==> src/rtl/conc_pkg.sv <==
// Shared types for the concolic stimulus sequencer: FSM states, opcode bit
// positions and the per-step trace record.
package conc_pkg;

  typedef enum logic [1:0] {
    IDLE  = 2'd0,
    RUN   = 2'd1,
    DRAIN = 2'd2,
    DONE  = 2'd3
  } state_t;

  localparam int OP_L1  = 0;
  localparam int OP_L2  = 1;
  localparam int OP_OBS = 2;

  typedef struct packed {
    logic outp;
    logic overflw;
  } trace_rec_t;

endpackage

==> src/rtl/conc_op_ram.sv <==
// Opcode memory: DEPTH x OP_W, one synchronous write port, one asynchronous
// read port. Contents are not reset; out-of-range writes are dropped.
module conc_op_ram #(
  parameter int OP_W   = 3,
  parameter int DEPTH  = 11,
  parameter int ADDR_W = 4
) (
  input  logic              clock,
  input  logic              we_i,
  input  logic [ADDR_W-1:0] waddr_i,
  input  logic [OP_W-1:0]   wdata_i,
  input  logic [ADDR_W-1:0] raddr_i,
  output logic [OP_W-1:0]   rdata_o
);

  logic [OP_W-1:0] mem_q [DEPTH];

  always_ff @(posedge clock) begin
    if (we_i && (int'(waddr_i) < DEPTH)) begin
      mem_q[waddr_i] <= wdata_i;
    end
  end

  assign rdata_o = mem_q[raddr_i];

endmodule

==> src/rtl/conc_stim_sequencer.sv <==
// Replays the opcode memory onto the b01 inputs one opcode per clock and
// records the {outp,overflw} response for every step as a trace beat.
module conc_stim_sequencer
  import conc_pkg::*;
#(
  parameter int OP_W     = 3,
  parameter int DEPTH    = 11,
  parameter int ADDR_W   = 4,
  parameter int STOP_OVF = 0
) (
  input  logic              clock,
  input  logic              reset_n,
  input  logic              load_we,
  input  logic [ADDR_W-1:0] load_addr,
  input  logic [OP_W-1:0]   load_data,
  input  logic              start,
  input  logic              abort,
  output logic              busy,
  output logic              done,
  output logic              aborted,
  output logic [ADDR_W-1:0] steps,
  output logic              line1,
  output logic              line2,
  output logic              obs,
  input  logic              dut_outp,
  input  logic              dut_overflw,
  output logic              trace_valid,
  output logic [ADDR_W-1:0] trace_idx,
  output logic [1:0]        trace_data
);

  state_t            state_q;
  logic [ADDR_W-1:0] pc_q;
  logic [ADDR_W-1:0] steps_q;
  logic              busy_q;
  logic              done_q;
  logic              aborted_q;
  logic              drain_q;
  logic [OP_W-1:0]   pins_q;
  logic [ADDR_W-1:0] idx_p0_q;
  logic              vld_p0_q;
  logic              trace_valid_q;
  logic [ADDR_W-1:0] trace_idx_q;
  trace_rec_t        trace_q;

  logic              ram_we;
  logic [OP_W-1:0]   ram_rdata;
  logic              ovf_stop;

  assign ram_we = load_we && (state_q == IDLE);

  conc_op_ram #(
    .OP_W   (OP_W),
    .DEPTH  (DEPTH),
    .ADDR_W (ADDR_W)
  ) u_op_ram (
    .clock   (clock),
    .we_i    (ram_we),
    .waddr_i (load_addr),
    .wdata_i (load_data),
    .raddr_i (pc_q),
    .rdata_o (ram_rdata)
  );

  assign ovf_stop = (STOP_OVF != 0) && trace_valid_q && trace_q.overflw;

  always_ff @(posedge clock or negedge reset_n) begin
    if (!reset_n) begin
      state_q       <= IDLE;
      pc_q          <= '0;
      steps_q       <= '0;
      busy_q        <= 1'b0;
      done_q        <= 1'b0;
      aborted_q     <= 1'b0;
      drain_q       <= 1'b0;
      pins_q        <= '0;
      idx_p0_q      <= '0;
      vld_p0_q      <= 1'b0;
      trace_valid_q <= 1'b0;
      trace_idx_q   <= '0;
      trace_q       <= '0;
    end else begin
      done_q        <= 1'b0;
      vld_p0_q      <= 1'b0;
      // Stage p1: the response to the opcode issued last cycle is on the b01 outputs now.
      trace_valid_q <= vld_p0_q;
      trace_idx_q   <= idx_p0_q;
      trace_q       <= '{outp: dut_outp, overflw: dut_overflw};

      case (state_q)
        IDLE: begin
          if (start) begin
            pc_q      <= '0;
            steps_q   <= '0;
            busy_q    <= 1'b1;
            aborted_q <= 1'b0;
            state_q   <= RUN;
          end
        end

        RUN, DRAIN: begin
          if (abort || ovf_stop) begin
            // Early end: in-flight opcodes are discarded, nothing more is traced.
            state_q       <= DONE;
            busy_q        <= 1'b0;
            done_q        <= 1'b1;
            aborted_q     <= 1'b1;
            pins_q        <= '0;
            trace_valid_q <= 1'b0;
          end else if (state_q == RUN) begin
            // Stage p0: issue mem[pc] onto the pins and tag it with its step index.
            pins_q   <= ram_rdata;
            idx_p0_q <= pc_q;
            vld_p0_q <= 1'b1;
            steps_q  <= steps_q + ADDR_W'(1);
            if (pc_q == ADDR_W'(DEPTH - 1)) begin
              drain_q <= 1'b0;
              state_q <= DRAIN;
            end else begin
              pc_q <= pc_q + ADDR_W'(1);
            end
          end else if (drain_q) begin
            state_q   <= DONE;
            busy_q    <= 1'b0;
            done_q    <= 1'b1;
            aborted_q <= 1'b0;
            pins_q    <= '0;
          end else begin
            drain_q <= 1'b1;
          end
        end

        DONE: begin
          state_q <= IDLE;
        end

        default: begin
          state_q <= IDLE;
        end
      endcase
    end
  end

  assign busy        = busy_q;
  assign done        = done_q;
  assign aborted     = aborted_q;
  assign steps       = steps_q;
  assign line1       = pins_q[OP_L1];
  assign line2       = pins_q[OP_L2];
  assign obs         = pins_q[OP_OBS];
  assign trace_valid = trace_valid_q;
  assign trace_idx   = trace_idx_q;
  assign trace_data  = trace_q;

endmodule

==> config.mk <==
export PLATFORM = sky130hd
export DESIGN_NAME = conc_stim_sequencer
export DESIGN_NICKNAME = d
export VERILOG_FILES = /design/src/rtl/conc_pkg.sv /design/src/rtl/conc_op_ram.sv /design/src/rtl/conc_stim_sequencer.sv
export SDC_FILE = /design/constraint.sdc
export NUM_CORES = 1
export LEC_CHECK = 0
export ABC_AREA = 0
export BUFFER_PORTS_ARGS = -buffer_cell sky130_fd_sc_hd__buf_2
export CORE_MARGIN = 2
export CORE_UTILIZATION = 40
export DETAILED_ROUTE_END_ITERATION = 10
export PLACE_DENSITY = 0.64
export SYNTH_ARGS = -nofsm -noshare
export SYNTH_HDL_FRONTEND = slang
export SYNTH_SLANG_ARGS = --single-unit
==> constraint.sdc <==
create_clock -name clock -period 2.5 [get_ports clock]
set_input_delay 0.25 -clock clock [delete_from_list [all_inputs] [get_ports clock]]
set_output_delay 0.25 -clock clock [all_outputs]
set_load 0.01 [all_outputs]
==> run_results.csv <==
group,metric,value,unit
route,avgViaCountPerCell,5.06,
finish,antenna_cells,0,
placed_design,gp_congestion,0.835,
timing,setup_viol,0,
floorplan,ios,31,
clock_network,clock_latency,0.33,ns
floorplan,dieArea,7980,sq um
global_routing,gr-total-overflow,0,
setup_path,critPathBufInv,1,
floorplan,die_y,89.4,microns
route,drc,0,
setup_path,path_cells,"inv_1, ha_1, nor2b_2, nor2_1, nand3_1, mux2_1",
clock_network,clock-sinks,62,
route,wl_per_cell,14.7,microns
synth,synth_cell_types,46,
setup_path,r2r_cells,6,
power,vdd_ir_drop_max,0.509,mV
setup_path,crit_path_end_kind,"flip-flop",
synth,yosysWarnings,0,
setup_path,r2r-end,"pc_q[1]$_DFFE_PN0P_",
clock_network,clk_pin_slew,0.07,ns
finish,final_net_count,282,
synth,synth_top_flop_cell,"edfxtp_1",
placed_design,io_buffers,30,
synth,netlist_instances,228,
timing,period_share,0.823,
finish,final_cell_mix,"edfxtp_1, buf_2, dfrtp_1",
setup_path,worstPathRequired,2.71,ns
clock_network,cts_made_buffers,9,
outcome,outcome,"completed",
synth,synth_enable_flop_cells,33,
min_path,worstHoldPathCells,1,
finish,nFillCells,681,
route,totalWireLength,5330,microns
timing,clock_skew,0.00644,ns
timing,max_slew.worst_pin.slew,0.645,ns
synth,ys_seq_area_frac,0.589,
min_path,worstHoldPathType,"in2reg",
global_routing,antenna_found_initial,0,
placed_design,place_ws,0.459,ns
route,first_pass_iters,4,
clock_network,cts_setup_buffers,0,
setup_path,r2r_start,"state_q[1]$_DFFE_PN0P_",
floorplan,start_util,0.408,
timing,setup_slack,0.443,ns
min_path,hold_start,"dut_outp",
setup_path,slowest_stage,"ha_1",
synth,syn_nets,250,
synth,syn_area,2910,sq um
placed_design,placed_area,3100,sq um
power,leakage,1.33,nW
route,drtIter0Drc,52,
clock_network,cts.path.max_buffers,2,
route,ant_nets,0,
timing,finalCriticalPeriod,2.06,ns
timing,fmax,486,MHz
placed_design,dp_hpwl,3640,microns
clock_network,cts_root_buffer,"clkbuf_8",
setup_path,crit_path_start_kind,"flip-flop",
global_routing,gr-usage-all-layers,0.147,
floorplan,design.core.area,7140,sq um
timing,tns,0,ns
min_path,hold_end,"trace_data[1]$_DFF_PN0_",
setup_path,critPathArrivalTime,2.27,ns
floorplan,rows,31,
run,max_cap_violations,0,
timing,rsz0062_at_grt,"no",
finish,final_common_cell,"edfxtp_1",
timing,hold_viol,0,
floorplan,fp.dieW,89.4,microns
global_routing,grt_pass1_wl,8670,microns
clock_network,cts_max_level,3,
finish,areaGrowthSynthToFinish,13.9,%
setup_path,crit_fanout,14,
setup_path,crit_type,"reg2reg",
power,power,3.69,mW
setup_path,r2r_slack,0.44,ns
timing,slew_headroom,0.570,
finish,final_area,3320,sq um
power,p_per_area,1110,nW/um^2
global_routing,first_global_vias,1774,
route,dr_total_vias,1842,
synth,syn_area_per_cell,12.8,sq um
synth,postSynthRegisterBits,62,
setup_path,cpLargestDelayFamily,"simple AND/OR/NAND/NOR gates",
global_routing,grt_max_degree,30,
synth,ys_async_sr_fraction,0.468,
timing,maxSlewViolCount,0,
clock_network,cts_tree,"yes",
finish,finish.utilization,0.465,
setup_path,critPathMaxStageDelay,0.49,ns
finish,drive_above_1_share,0.234,
## final cells by class
| type | instances | area [sq um] | share of cell area |
|---|---|---|---|
| flip-flops and latches | 62 | 1720 | 0.517 |
| multi-input cells | 146 | 1070 | 0.321 |
| repair buffers | 33 | 175 | 0.0528 |
| clock buffers | 12 | 135 | 0.0407 |
| well taps | 99 | 124 | 0.0373 |
| clock inverters | 4 | 72.6 | 0.0219 |
| inverters | 8 | 30.0 | 0.00905 |
## repair_timing
action                    in CTS  in global routing
hold endpoints to repair      29                  0
gates resized for setup        0                  0
hold buffers                   1                  0
## registers in the layout (all words and copies together), names as in the netlist, 2 cells and up
name and count:
state_q 2, idx_p0_q 4, steps 4, trace_idx 4
u_op_ram.mem_q 33, pins_q 3, pc_q 4, trace_data 2
## where the power goes
| group | internal, mW | switching, mW | leakage, nW |
|---|---|---|---|
| Clock | 0.561 | 0.366 | 0.101 |
| Combinational | 0.601 | 0.734 | 0.574 |
| Sequential | 1.26 | 0.166 | 0.656 |
| Total | 2.42 | 1.27 | 1.33 |
## Yosys cell counts (all sizes together) (2+ instances only)
cell type  count  area [sq um]
or3b           2          17.5
o31ai          2          15.0
a21oi          5          25.0
o21ai          8          40.0
o221ai         5          43.8
nor2b          3          28.8
nor3b          4          35.0
edfxtp        33           991
nor4           3          18.8
mux2i         16           160
nand3b         5          50.1
nand3          8          52.6
nand2         13          48.8
inv            8          30.0
buf           11          96.3
o22ai          5          31.3
dfrtp         29           726
nand2b         9          56.3
mux2          10           113
ha             8           100
nor3           8          40.0
nor2          20          75.1
## layer usage
layer / vias up / GRT usage / share of wire
met5: - / 0 / 0
met1: 896 / 0.173 / 0.44
met2: 43 / 0.254 / 0.50
met4: 0 / 0.0570 / 0.013
li1: 896 / - / -
met3: 7 / 0.0443 / 0.045
## cells by family after synthesis
group                      share of synthesized area
adders and majority gates                     0.0344
buffers and inverters                         0.0451
muxes                                         0.0936
DFF                                            0.589
AOI/OAI and AO/OA                             0.0781
and+or+nand+nor                                0.160
## how the worst max path moves through the flow
| stage | slack [ns] | startpoint | endpoint | cells past startpoint |
|---|---|---|---|---|
| global route | 0.28 | state_q[0]$_DFFE_PN0P_ | pc_q[1]$_DFFE_PN0P_ | 6 |
| floorplan | 0.65 | pc_q[0]$_DFFE_PN0P_ | pc_q[1]$_DFFE_PN0P_ | 8 |
| CTS | 0.44 | state_q[1]$_DFFE_PN0P_ | pc_q[1]$_DFFE_PN0P_ | 6 |
| finish | 0.44 | state_q[1]$_DFFE_PN0P_ | pc_q[1]$_DFFE_PN0P_ | 6 |
| detailed placement | 0.46 | state_q[1]$_DFFE_PN0P_ | pc_q[1]$_DFFE_PN0P_ | 6 |
| global placement | 0.49 | state_q[0]$_DFFE_PN0P_ | pc_q[1]$_DFFE_PN0P_ | 6 |
## metrics by stage
step / std cells / hold WS (ns)
after floorplan: 228 / -0.0456
after global placement: 347 / 0.312
after detailed placement: 347 / 0.319
after CTS: 364 / 0.00334
after global routing: 364 / 0.00438
final: 364 / 0.0186
(Power assumes the default switching activity.)
